## config.mk

```make
export PLATFORM = sky130hd
export DESIGN_NAME = alu_scoreboard
export DESIGN_NICKNAME = d
export VERILOG_FILES = /design/src/rtl/alu_scoreboard.sv
export SDC_FILE = /design/constraint.sdc
export NUM_CORES = 1
export LEC_CHECK = 0
export BUFFER_PORTS_ARGS = -buffer_cell sky130_fd_sc_hd__buf_4
export CAP_MARGIN = 10
export CORE_ASPECT_RATIO = 1.2
export CORE_UTILIZATION = 45
export CTS_CLUSTER_SIZE = 30
export DETAILED_ROUTE_END_ITERATION = 8
export PLACE_DENSITY = 0.66
export SYNTH_ARGS = -nofsm -noshare
export SYNTH_HDL_FRONTEND = slang
export SYNTH_SLANG_ARGS = --single-unit
```

## constraint.sdc

```tcl
create_clock -name clk -period 2.8 [get_ports clk]
set_clock_uncertainty 0.1 [all_clocks]
set_input_delay 0.42 -clock clk [delete_from_list [all_inputs] [get_ports clk]]
set_output_delay 0.42 -clock clk [all_outputs]
set_load 0.005 [all_outputs]
```

## src/rtl/alu_scoreboard.sv

```systemverilog
// alu_scoreboard: on-chip response checker for the alu block.
// Pairs observed ALU responses with expected words over a fixed five-phase
// run (add, sub, and, or, not), keeps saturating per-op and per-flag match
// counters and reports a pass/fail verdict.
// Optional feature: define SCB_MISMATCH_LOG_EN to add a first-mismatch log
// (miss_valid, miss_idx, miss_word).
module alu_scoreboard #(
  parameter int unsigned VECS_PER_OP = 15,
  parameter int unsigned CNT_W       = 8
) (
  input  logic             clk,
  input  logic             rst_n,
  input  logic             start,
  input  logic             obs_valid,
  input  logic [2:0]       obs_sel,
  input  logic [31:0]      obs_res,
  input  logic             obs_z,
  input  logic             obs_c,
  input  logic             obs_v,
  output logic             obs_ready,
  input  logic             exp_valid,
  input  logic [43:0]      exp_word,
  output logic             exp_ready,
  input  logic [2:0]       rd_idx,
  output logic [CNT_W-1:0] rd_cnt,
  output logic             busy,
  output logic             done,
  output logic             all_pass,
  output logic             seq_err
`ifdef SCB_MISMATCH_LOG_EN
  ,
  output logic             miss_valid,
  output logic [CNT_W-1:0] miss_idx,
  output logic [43:0]      miss_word
`endif
);

  localparam int unsigned NUM_OPS = 5;
  localparam int unsigned TOTAL   = NUM_OPS * VECS_PER_OP;

  typedef enum logic [1:0] {IDLE, RUN, DRAIN, DONE} state_t;

  state_t           state;
  logic             accept;
  logic             clear;
  logic             last_pair;
  logic [2:0]       op_idx;
  logic [CNT_W-1:0] phase_cnt;
  logic [CNT_W-1:0] vec_cnt;
  logic             sel_ok, res_ok, z_ok, c_ok, v_ok;
  logic             s1_valid;
  logic [2:0]       s1_op;
  logic             s1_op_hit, s1_z_hit, s1_c_hit, s1_v_hit;
  logic [CNT_W-1:0] op_cnt [NUM_OPS];
  logic [CNT_W-1:0] z_cnt, c_cnt, v_cnt;
  logic [CNT_W-1:0] rd_sel;
  logic             pass_ok;
  logic             unused_pad;

  function automatic logic [CNT_W-1:0] sat_inc(input logic [CNT_W-1:0] x, input logic en);
    return (en && (x != '1)) ? x + CNT_W'(1) : x;
  endfunction

  // Pairing handshake: both sides consumed together, only while running
  assign accept    = (state == RUN) & obs_valid & exp_valid;
  assign obs_ready = accept;
  assign exp_ready = accept;
  assign clear     = start & ((state == IDLE) | (state == DONE));
  assign last_pair = (vec_cnt == CNT_W'(TOTAL - 1));

  // Pad bits of the expected word carry no information
  assign unused_pad = ^{exp_word[11:9], exp_word[7:5], exp_word[3:1]};

  // Per-pair compare against the expected word and the expected select
  always_comb begin
    sel_ok = (obs_sel == op_idx);
    res_ok = (obs_res == exp_word[43:12]);
    z_ok   = (obs_z == exp_word[8]);
    c_ok   = (obs_c == exp_word[4]);
    v_ok   = (obs_v == exp_word[0]);
  end

  // Control FSM with registered status outputs
  always_ff @(posedge clk or negedge rst_n) begin
    if (!rst_n) begin
      state    <= IDLE;
      busy     <= 1'b0;
      done     <= 1'b0;
      all_pass <= 1'b0;
    end else begin
      done     <= (state == DONE) && !start;
      all_pass <= (state == DONE) && !start && pass_ok;
      case (state)
        IDLE:    if (start) begin state <= RUN; busy <= 1'b1; end
        RUN:     if (accept && last_pair) state <= DRAIN;
        DRAIN:   begin state <= DONE; busy <= 1'b0; end
        DONE:    if (start) begin state <= RUN; busy <= 1'b1; end
        default: begin state <= IDLE; busy <= 1'b0; end
      endcase
    end
  end

  // Stage 1: register compare results and advance the pair/phase position
  always_ff @(posedge clk or negedge rst_n) begin
    if (!rst_n) begin
      vec_cnt   <= '0;
      phase_cnt <= '0;
      op_idx    <= '0;
      seq_err   <= 1'b0;
      s1_valid  <= 1'b0;
      s1_op     <= '0;
      s1_op_hit <= 1'b0;
      s1_z_hit  <= 1'b0;
      s1_c_hit  <= 1'b0;
      s1_v_hit  <= 1'b0;
    end else if (clear) begin
      vec_cnt   <= '0;
      phase_cnt <= '0;
      op_idx    <= '0;
      seq_err   <= 1'b0;
      s1_valid  <= 1'b0;
    end else begin
      s1_valid <= accept;
      if (accept) begin
        s1_op     <= op_idx;
        s1_op_hit <= res_ok & sel_ok;
        s1_z_hit  <= z_ok;
        s1_c_hit  <= c_ok;
        s1_v_hit  <= v_ok;
        vec_cnt   <= vec_cnt + CNT_W'(1);
        if (phase_cnt == CNT_W'(VECS_PER_OP - 1)) begin
          phase_cnt <= '0;
          op_idx    <= op_idx + 3'd1;
        end else begin
          phase_cnt <= phase_cnt + CNT_W'(1);
        end
        if (!sel_ok) seq_err <= 1'b1;
      end
    end
  end

  // Stage 2: saturating match counters
  always_ff @(posedge clk or negedge rst_n) begin
    if (!rst_n) begin
      for (int unsigned i = 0; i < NUM_OPS; i++) op_cnt[i] <= '0;
      z_cnt <= '0;
      c_cnt <= '0;
      v_cnt <= '0;
    end else if (clear) begin
      for (int unsigned i = 0; i < NUM_OPS; i++) op_cnt[i] <= '0;
      z_cnt <= '0;
      c_cnt <= '0;
      v_cnt <= '0;
    end else if (s1_valid) begin
      for (int unsigned i = 0; i < NUM_OPS; i++)
        if (s1_op == 3'(i)) op_cnt[i] <= sat_inc(op_cnt[i], s1_op_hit);
      z_cnt <= sat_inc(z_cnt, s1_z_hit);
      c_cnt <= sat_inc(c_cnt, s1_c_hit);
      v_cnt <= sat_inc(v_cnt, s1_v_hit);
    end
  end

  // Verdict from final counter values
  always_comb begin
    pass_ok = !seq_err && (z_cnt == CNT_W'(TOTAL)) && (c_cnt == CNT_W'(TOTAL)) &&
              (v_cnt == CNT_W'(TOTAL));
    for (int unsigned i = 0; i < NUM_OPS; i++)
      if (op_cnt[i] != CNT_W'(VECS_PER_OP)) pass_ok = 1'b0;
  end

  // Counter read mux
  always_comb begin
    rd_sel = v_cnt;
    case (rd_idx)
      3'd0:    rd_sel = op_cnt[0];
      3'd1:    rd_sel = op_cnt[1];
      3'd2:    rd_sel = op_cnt[2];
      3'd3:    rd_sel = op_cnt[3];
      3'd4:    rd_sel = op_cnt[4];
      3'd5:    rd_sel = z_cnt;
      3'd6:    rd_sel = c_cnt;
      default: rd_sel = v_cnt;
    endcase
  end

  // Registered counter readback
  always_ff @(posedge clk or negedge rst_n) begin
    if (!rst_n) rd_cnt <= '0;
    else        rd_cnt <= rd_sel;
  end

`ifdef SCB_MISMATCH_LOG_EN
  // First-mismatch capture; later mismatches leave the log untouched
  always_ff @(posedge clk or negedge rst_n) begin
    if (!rst_n) begin
      miss_valid <= 1'b0;
      miss_idx   <= '0;
      miss_word  <= '0;
    end else if (clear) begin
      miss_valid <= 1'b0;
      miss_idx   <= '0;
      miss_word  <= '0;
    end else if (accept && !miss_valid && !(res_ok && sel_ok && z_ok && c_ok && v_ok)) begin
      miss_valid <= 1'b1;
      miss_idx   <= vec_cnt;
      miss_word  <= {obs_res, 3'd0, obs_z, 3'd0, obs_c, 3'd0, obs_v};
    end
  end
`endif

endmodule

```

==> Word-level counts from Yosys, hierarchy flattened <==
Index checks and enable logic that the tools add are counted.
{ "totals": {"regBits": 105, "latchBits": 0, "mem_bits_rw": 0, "mem_bits_ro": 0, "in_bits": 90, "out_inout_bits": 14, "n_memories": 0} }
{ "classes": {"n_addsub": 11, "n_mul": 0, "n_div": 0, "n_lt_le_gt_ge": 0, "n_eq_ne": 39, "n_shift": 0, "muxes": 44, "bitwise_logic": 6, "n_reduce_logical": 50} }
{ "op_table": {"columns": ["cell", "count"], "rows": [
  ["$mux 8", 24],
  ["$add 8x1->8 const B", 10],
  ["$mux 40", 2],
  ["$ne 8x8->1 const B", 8],
  ["$pmux 8 s7", 1],
  ["$ne 8x4->1 const B", 5],
  ["$reduce_bool 2->1", 17],
  ["$eq 32x32->1", 1],
  ["$eq 8x7->1 const B", 4],
  ["$reduce_and 2->1", 8],
  ["$reduce_and 3->1", 5],
  ["$logic_and 1x1->1", 14],
  ["$eq 3x2->1 const B", 4],
  ["$eq 3x3->1 const B", 4],
  ["$mux 1", 10],
  ["$mux 3", 3],
  ["$eq 8x4->1 const B", 1],
  ["$eq 3x1->1 const B", 2],
  ["$logic_not 3->1", 2],
  ["$pmux 2 s3", 1],
  ["$and 1x1->1", 4],
  ["$eq 2x2->1 const B", 2],
  ["$mux 2", 2],
  ["$ne 2x1->1 const B", 2],
  ["other kinds (11)", 14]
]} }

==> Logic depth before layout (Yosys ltp) <==
Gate-level depths: netlist (run 1).
{ "depth": {"word_depth": 10, "mapped_depth": 8, "depth_no_buf": 7} }

==> Least setup slack after synthesis (run 1) <==
Ideal clock, no wire load.
{ "synth_timing": {"path_kind": "register -> register", "start": "register op_cnt[24] in the netlist's numbering", "end": "register op_cnt[31] in the netlist's numbering", "setup_ps": 78, "t_arrival_ps": 1839, "required_time_ps": 2622, "setup_slack_ps": 783, "stages_incl_launch_ff": 6, "synth_period_minus_slack_ps": 2017, "cell_sequence": "dfrtp_1 > ha_1 > and3_1 > a311o_2 > or4_1 > a21oi_1"} }
{ "synth_via": {"elab_chain_cells": 5, "word_cells_on_any_way": 9, "cone_classes": "1 x add/sub; 1 x eq/ne; 4 x mux; 3 x reduce/logical"} }
{ "synth_rtl": {"columns": ["element", "line_no", "text"], "rows": [
  ["start: declaration", "54", "logic [CNT_W-1:0] op_cnt [NUM_OPS];"],
  ["start signal: indexed assignment", "156", "if (s1_op == 3'(i)) op_cnt[i] <= sat_inc(op_cnt[i], s1_op_hit);"],
  ["$add 8x1->8", "61", "return (en && (x != '1)) ? x + CNT_W'(1) : x;"],
  ["$mux 8", "61", null],
  ["$mux 8", "156", null],
  ["$mux 40", "154", "end else if (s1_valid) begin"],
  ["$mux 40", "149", "end else if (clear) begin"]
]} }
Parallel ways exist; a longest one is shown, timed or not. The select of a mux whose other input is x is not followed.
A chain may end at the register's enable or synchronous reset.

==> Worst setup path in the final report (run 1) <==
{ "layout_timing": {"start": "register state[1]", "end": "output port obs_ready"} }
{ "layout_via": {"elab_chain_cells": 3} }
{ "layout_rtl": {"columns": ["element", "line_no", "text"], "rows": [
  ["start: declaration", "43", "state_t state;"],
  ["start signal: assignment", "86", "state <= IDLE;"],
  ["start signal: assignment", "94", "IDLE: if (start) begin state <= RUN; busy <= 1'b1; end"],
  ["start signal: assignment", "95", "RUN: if (accept && last_pair) state <= DRAIN;"],
  ["$eq 2x1->1", "65", "assign accept = (state == RUN) & obs_valid & exp_valid;"],
  ["$and 1x1->1 (2 in series)", "65", null],
  ["end: declaration", "20", "output logic obs_ready,"]
]} }
Every way passes these cells.

==> results by group, run 1 <==
CTS
  • Cts repair resizes: 0
  • Num CTS Buffers: 9
  • TritonCTS clock tree: done
  • Worst-Skew Late Latency: 360 ps
  • H-Tree Depth: 3
  • Root Driver: clkbuf_16
  • Post-CTS setup buffers: 0
  • Clk pin slew, worst setup/hold paths: 70 ps
  • Clk buf depth: 2
  • Clock sink count: roughly 110
  • CTS Hold Bufs: 1

Worst setup path
  • CP cell instances: inv_1, ha_1, and3_1, buf_4, buf_4
  • Reg-to-reg slack, setup: around 500 ps
  • CP Capture Type: primary output
  • Arr. time, crit path: about 1900 ps
  • Req. time, crit path: 2280 ps
  • Critical Path Most Common Cell: buf_4
  • CP Launch Type: flip-flop
  • Cell count of the worst reg-to-reg path: 5
  • CP Class: flip-flop to primary output
  • Worst-path maximum fanout: 10
  • Crit-path slowest cell: and3_1
  • Max incr delay on CP: roughly 440 ps

Final layout
  • Final core occ: 0.5577
  • Leading cell type in the layout, fill and taps excluded: dfrtp_1
  • Area grow syn2layout: 19.78%
  • Final nets: between 800 and 900
  • Most frequent cells in the layout: dfrtp_1, buf_4, nand2_1
  • Diode count: 0
  • Ratio of cells with drive above 1 in the final layout: 0.1720

Synth
  • Post-synthesis register bit count: around 110
  • Synth cell types: 64
  • Async S/R FF share, synth: 1.000
  • Number of synthesized flops with an enable pin: 0
  • Post-Syn Area: 6217 um^2
  • Synthesized net count: 772
  • Synth warn: 0
  • Syn Area/Cell: 9.349 um^2
  • Cells after Synth: between 600 and 700
  • Ys flop type: dfrtp_1
  • Post-synthesis sequential area ratio: 0.4226

Global route
  • Initial antenna violation count: 0
  • Vias in the first global route: approximately 5400
  • First-pass GRT wire length: between 20 and 30 mm
  • Pin count of the biggest net entering global routing: 54
  • Gr usage total: 0.2388
  • GRT Residual Overflow: 0

Power and ir drop
  • Comb pwr share: 0.205
  • Clock share of power: 0.376
  • Sequential Power Share: 0.419
  • PD cells: 548.6 nW/um^2
  • Max rail drop VDD: approximately 0.32 mV
  • Switching pwr: approximately 1200 uW
  • Sw Share: 0.2920
  • P_int: between 2000 and 3000 uW
  • Leak: about 0.0032 uW

Timing
  • Max Clock Freq: around 420 MHz
  • RSZ-0062 raised after global routing: no
  • Setup_tns: 0 ps
  • Max-slew violation count: 0
  • Share of the clock period used by the worst path: 0.8446
  • Worst-Margin Slew: 968.2 ps
  • Shortest period the worst path allows: roughly 2400 ps
  • Hold Fails Final Rpt: 0
  • Max-slew headroom: 0.3517
  • Final Setup Violations: 0

Detailed routing
  • Via count: around 5500
  • DRT Wirelength: 16.23 mm
  • DRC: 0
  • Drt first pass iters: 5
  • Vias/cell: between 5 and 6
  • 1st-iter DRT viols: about 350
  • Antenna-violating nets left: 0
  • Drt wl/cell: around 18 um

Die
  • Chip width: between 100 and 150 um
  • Vert. Die Dim: 130.8 um
  • Core Region: between 10000 and 15000 um^2
  • # IOs: 104
  • DIE AREA: about 14000 um^2
  • Initial Util: 0.4656
  • Cell row count: 46

Place
  • Post-DP HPWL: between 10 and 15 mm
  • IO Port Bufs: 94
  • GPL Wtd Cong: approximately 0.91

Hold path
  • Worst hold path class: input port to flip-flop
  • Hold Path Cell Cnt: 2

Run status
  • Status: completed

Flow run
  • Number of max-cap violations: 0
per-layer routing:
metal  wire, um  track usage  up-vias
met3        614      0.03075       40
met5          0            0        -
met4        565       0.1310        0
li1           -            -     2631
met2       8339       0.4018      144
met1       6709       0.2971     2675
layout make-up:
type | count | area (um^2)
clock buffers | 10 | 229.0
clock inverters | 6 | 130.1
fillers | 1234 | 5906
inverters | 17 | 63.81
multi-input cells | 514 | 3391
flip-flops and latches | 105 | 2628
well taps | 168 | 210.2
repair buffers | 104 | 795.8
power by group through the flow:
stage	sequential [uW]	clock, uW	combinational (uW)
finish	1710	1540	837
global route	1720	1610	936
CTS	1710	1550	850
detailed placement	1740	0	844
global placement	1730	0	812
floorplan	1710	0	497
through the flow:
stage / instances / instance area (um^2) / hold slack (ps) / worst slack (ps) / power [uW]
finish: 924 / 7447 / 202.8 / 435.0 / 4085
global route: 924 / 7447 / 212.8 / 305.4 / 4270
CTS: 924 / 7447 / 196.0 / 414.0 / 4112
detailed placement: 907 / 7078 / 305.2 / 549.8 / 2581
global placement: 907 / 7078 / 304.5 / 620.3 / 2542
floorplan: 665 / 6217 / 24.41 / 783.3 / 2203
flip-flops by register name (all words and copies together), names as in the netlist, 2 cells and up:
name and count:
vec_cnt 8, op_idx 3, c_cnt 8, rd_cnt 8
phase_cnt 8, state 2, v_cnt 8, op_cnt 40
z_cnt 8, s1_op 3
logic make-up after synthesis:
family | after synthesis | synth area share
AOI/OAI and AO/OA | 158 | 0.1642
xor gates and xnor gates | 63 | 0.08875
adders and majority gates | 17 | 0.03421
buffers and inverters | 46 | 0.03220
DFF | 105 | 0.4226
muxes | 23 | 0.04125
and+or+nand+nor | 253 | 0.2167
synth_stat cells, types with 3 or more instances:
master	instances	area, um^2
nor2_1	46	172.7
nand2_1	67	251.5
a22o_1	3	26.28
a211oi_1	3	22.52
buf_6	3	33.78
o311ai_1	3	26.28
o31ai_1	15	112.6
xor2_1	17	148.9
nand3_1	26	130.1
buf_1	4	15.01
dfrtp_1	105	2628
a22oi_1	4	30.03
xnor2_1	46	402.9
inv_1	17	63.81
o211ai_1	7	52.55
and2_1	3	18.77
nand2b_1	3	18.77
clkbuf_1	20	75.07
ha_1	17	212.7
nor3_1	7	35.03
o21ai_0	41	205.2
mux2i_1	20	200.2
o311a_1	5	50.05
or3_1	21	131.4
a32o_1	3	30.03
a21o_1	6	45.04
a21oi_1	46	230.2
nor2b_1	4	25.02
and3_1	7	43.79
nand4_1	21	131.4
nor4_1	14	87.58
or4_1	17	127.6
a2111oi_0	4	35.03
final timing paths:
| path | startpoint | end |
|---|---|---|
| setup / recovery | state[1] | obs_ready |
| max in group asynchronous | rst_n | phase_cnt[3] |
| hold / removal | start | done |
| setup reg to reg | op_cnt[16] | op_cnt[21] |
| hold reg to reg | busy | busy |
| min in group asynchronous | rst_n | v_cnt[4] |
worst max-delay path: cells and delay by family, from the launching register on:
family | cells | cell delay [ps]
buf+inv | 3 | 440
simple gates | 1 | 440
flops | 1 | 400
fa+ha+maj | 1 | 210
Power figures use the tool's default switching activity.
==> run 2: changes to the inputs <==
PLACE_DENSITY = 0.69   (was 0.66)
clock period = 2.1 ns   (was 2.8 ns; I/O delays follow)
==> results by group, run 2 (same netlist as run 1, synthesis figures left out) <==
Detailed routing
  • DRC: 0
  • Drt first pass iters: 5
  • DRT Wirelength: about 17 mm
  • 1st-iter DRT viols: 278
  • Vias/cell: 5.988
  • Via count: 5725
  • Antenna-violating nets left: 0
  • Drt wl/cell: approximately 18 um

Place
  • Pre-CTS setup slack: 32.82 ps
  • IO Port Bufs: 94
  • Post-DP HPWL: approximately 13 mm
  • GPL Wtd Cong: 0.9121

Timing
  • Hold Fails Final Rpt: 0
  • Shortest period the worst path allows: 2055 ps
  • Share of the clock period used by the worst path: 0.9786
  • Final WS setup: roughly 45 ps
  • RSZ-0062 raised after global routing: yes
  • Worst-Margin Slew: a little over 600 ps
  • Max-slew headroom: 0.5824
  • Max-slew violation count: 0
  • Final Setup Violations: 0
  • Hold_ws: a little over 100 ps
  • Max Clock Freq: ~490 MHz
  • Setup_tns: 0 ps

Hold path
  • Worst hold path class: input port to flip-flop

Global route
  • Pin count of the biggest net entering global routing: 40
  • Gr usage total: 0.2515
  • GRT Residual Overflow: 0
  • Initial antenna violation count: 0
  • First-pass GRT wire length: about 28 mm
  • Vias in the first global route: 5746

Worst setup path
  • Arr. time, crit path: 1640 ps
  • CP Launch Type: flip-flop
  • Reg-to-reg slack, setup: 70 ps
  • Req. time, crit path: approximately 1700 ps
  • CP Class: flip-flop to primary output
  • Worst-path maximum fanout: 14
  • CP Capture Type: primary output

Final layout
  • Largest reg by FF count: op_cnt
  • Final core occ: 0.5781
  • Leading cell type in the layout, fill and taps excluded: buf_4
  • Diode count: 0
  • Final nets: 891
  • Ratio of cells with drive above 1 in the final layout: 0.2221
  • Fillcell total: 1195
  • Most frequent cells in the layout: buf_4, dfrtp_1, nand2_1
  • Area grow syn2layout: 24.15%
  • Largest register FFs: 40

CTS
  • Worst-Skew Late Latency: 360 ps
  • Root Driver: clkbuf_16
  • Clock sink count: between 100 and 150
  • Clk pin slew, worst setup/hold paths: about 60 ps
  • Clk buf depth: 2
  • H-Tree Depth: 3
  • Num CTS Buffers: 9
  • TritonCTS clock tree: done

Flow run
  • Number of max-cap violations: 0

Die
  • # IOs: about 100
  • Initial Util: 0.4656
  • Cell row count: 46
  • Core Region: 13350 um^2
  • Vert. Die Dim: 130.8 um
  • DIE AREA: roughly 14000 um^2
  • Chip width: roughly 110 um

Power and ir drop
  • Total Power: 5264 uW
  • PD cells: ~700 nW/um^2
  • Leak: roughly 0.0034 uW
  • Max rail drop VDD: roughly 0.52 mV

Run status
  • Status: completed
[run 2: changes by cell type in the layout (fill, tap and decap cells not counted), moves of 3 or more]
cell       change
a21oi_1        -5
a21oi_2        +5
buf_4         +30
bufinv_16      -3
clkbuf_8       +4
or4_1          -3
or4_4          +3
[run 2: layer usage]
metal  global-route usage  share of wire  vias to the layer above
met5                    0              0                        -
met4               0.1420          0.042                        0
met3              0.03869          0.047                       51
met2               0.4247           0.51                      197
met1               0.3060           0.40                     2789
li1                     -              -                     2688
[run 2: final cells by class]
type | count | area [um^2] | share of cell area
Multi-Input combinational cell | 514 | 3438 | 0.4455
Tap cell | 168 | 210.2 | 0.02723
Inverter | 17 | 63.81 | 0.008267
Sequential cell | 105 | 2628 | 0.3404
Clock inverter | 2 | 35.03 | 0.004539
Timing Repair Buffer | 137 | 1064 | 0.1378
Clock buffer | 13 | 280.3 | 0.03631
[run 2: stage by stage]
stage	std cells	area, um^2
floorplan	665	6217
global placement	937	7316
detailed placement	937	7316
CTS	953	7641
global route	956	7719
finish	956	7719
[run 2: power by group]
group	internal [uW]	total [uW]	leakage, uW	switching [uW]
clock network	1050	1780	0.000158	737
logic	488	1200	0.00178	717
registers	2140	2280	0.00144	134
[run 2: repair_timing]
action | in CTS | in global routing
setup buffers | 0 | 3
endpoints found under the setup margin | 0 | 9
hold endpoints to repair | 29 | 0
resized for setup | 0 | 14
hold buffers | 1 | 0
[run 2: worst max-delay path, stage by stage, from the launching register on]
cell and delay [ps]:
dfrtp_1 400, inv_1 110, ha_1 220, and3_1 250, buf_6 180, buf_4 120
[run 2: final timing paths]
kind,start,to,depth (start not counted)
setup / recovery,state[1],obs_ready,5
hold / removal,start,done,2
setup reg to reg,op_cnt[33],op_cnt[35],6
hold reg to reg,phase_cnt[7],phase_cnt[7],2
max in group asynchronous,rst_n,op_cnt[13],3
min in group asynchronous,rst_n,v_cnt[7],2
==> run 3: changes to the inputs <==
BUFFER_PORTS_ARGS = -buffer_cell sky130_fd_sc_hd__buf_2   (was -buffer_cell sky130_fd_sc_hd__buf_4)
==> results by group, run 3 (same netlist as run 1, synthesis figures left out) <==
Global route
  • GRT Residual Overflow: 0
  • Vias in the first global route: between 5000 and 6000
  • Pin count of the biggest net entering global routing: 39
  • First-pass GRT wire length: ~26 mm
  • Initial antenna violation count: 0
  • Gr usage total: 0.2399

Power and ir drop
  • Leak: about 0.0033 uW
  • PD cells: about 680 nW/um^2
  • Max rail drop VDD: around 0.70 mV

Flow run
  • Number of max-cap violations: 0

Timing
  • Max-slew violation count: 0
  • Final Setup Violations: 0
  • Setup_tns: 0 ps
  • Share of the clock period used by the worst path: 0.9836
  • Worst-Margin Slew: between 500 and 600 ps
  • Hold Fails Final Rpt: 0
  • Max Clock Freq: approximately 480 MHz
  • Shortest period the worst path allows: 2065 ps
  • Max-slew headroom: 0.6166

Run status
  • Status: completed

Final layout
  • Leading cell type in the layout, fill and taps excluded: dfrtp_1
  • Largest register FFs: 40
  • Ratio of cells with drive above 1 in the final layout: 0.2197
  • Final core occ: 0.5584
  • Area grow syn2layout: 19.92%
  • Diode count: 0
  • Final nets: roughly 890
  • Largest reg by FF count: op_cnt
  • Most frequent cells in the layout: dfrtp_1, buf_2, nand2_1

Die
  • # IOs: 104
  • Initial Util: 0.4656
  • Core Region: roughly 13000 um^2
  • DIE AREA: around 14000 um^2
  • Chip width: between 100 and 150 um
  • Cell row count: 46
  • Vert. Die Dim: around 130 um

CTS
  • Worst-Skew Late Latency: 350 ps
  • H-Tree Depth: 3
  • Num CTS Buffers: 9
  • Clock sink count: 105
  • Clk buf depth: 2
  • Root Driver: clkbuf_16
  • Clk pin slew, worst setup/hold paths: 70 ps
  • TritonCTS clock tree: done

Worst setup path
  • CP Capture Type: flip-flop
  • Arr. time, crit path: 2240 ps
  • Worst-path maximum fanout: 5
  • CP Class: flip-flop to flip-flop
  • Req. time, crit path: approximately 2300 ps
  • CP Launch Type: flip-flop

Hold path
  • Worst hold path class: input port to flip-flop

Detailed routing
  • Drt wl/cell: between 15 and 20 um
  • Via count: around 5700
  • 1st-iter DRT viols: approximately 350
  • Vias/cell: just under 6
  • DRC: 0
  • DRT Wirelength: approximately 16 mm
  • Antenna-violating nets left: 0
  • Drt first pass iters: 5

Place
  • IO Port Bufs: 94
  • Post-DP HPWL: between 10 and 15 mm
  • GPL Wtd Cong: about 0.92
## run 3: final cells by class
cell class                      instances  area, um^2
Sequential cell                       105        2628
Inverter                               17       63.81
Clock buffer                           15       277.8
Clock inverter                          1       8.758
Multi-Input combinational cell        514        3431
Fill cell                            1210        5897
Timing Repair Buffer                  140       837.1
Tap cell                              168       210.2
## run 3: timing repair
action                     CTS  global route
setup endpoints to repair    0            11
hold buffers                 1             0
hold endpoints to repair    30             0
resized for setup            0            12
setup buffers                0             3
## run 3: worst max-delay path: stages (launching register included)
cell and delay, ps:
dfrtp_1 390, ha_2 200, and3_1 190, a311o_2 430
or4_4 530, a21oi_2 150
## run 3: worst paths after layout
path	from	end	cells after the start	slack, ps
max in group asynchronous	rst_n	c_cnt[0]	3	920
min	start	done	2	130
max reg2reg	op_cnt[24]	op_cnt[31]	5	30
min in group asynchronous	rst_n	rd_cnt[3]	2	350
max	op_cnt[24]	op_cnt[31]	5	30
min reg2reg	busy	busy	2	430
## run 3: layer usage
| layer | vias to the layer above | track usage | share of wire |
|---|---|---|---|
| met3 | 45 | 0.03720 | 0.041 |
| li1 | 2713 | - | - |
| met5 | - | 0 | 0 |
| met2 | 162 | 0.4007 | 0.51 |
| met1 | 2757 | 0.3032 | 0.42 |
| met4 | 0 | 0.1161 | 0.032 |
## run 3: per-stage QoR
stage          power (uW)  setup WS [ps]  hold WS [ps]  instance area [um^2]  instances
2_1_floorplan        2938          83.31        -80.59                  6217        665
3_3_place_gp         3371          77.96         185.5                  7093        940
3_5_place_dp         3422          21.90         199.2                  7093        940
4_1_cts              5062          5.718         111.4                  7390        957
5_1_grt              5313         -64.22         134.8                  7456        960
6_report             5039          34.52         126.2                  7456        960
## run 3: power breakdown
part | switching, uW | internal, uW
Clock | 735 | 906
Combinational | 710 | 425
Sequential | 122 | 2140
Total | 1570 | 3470
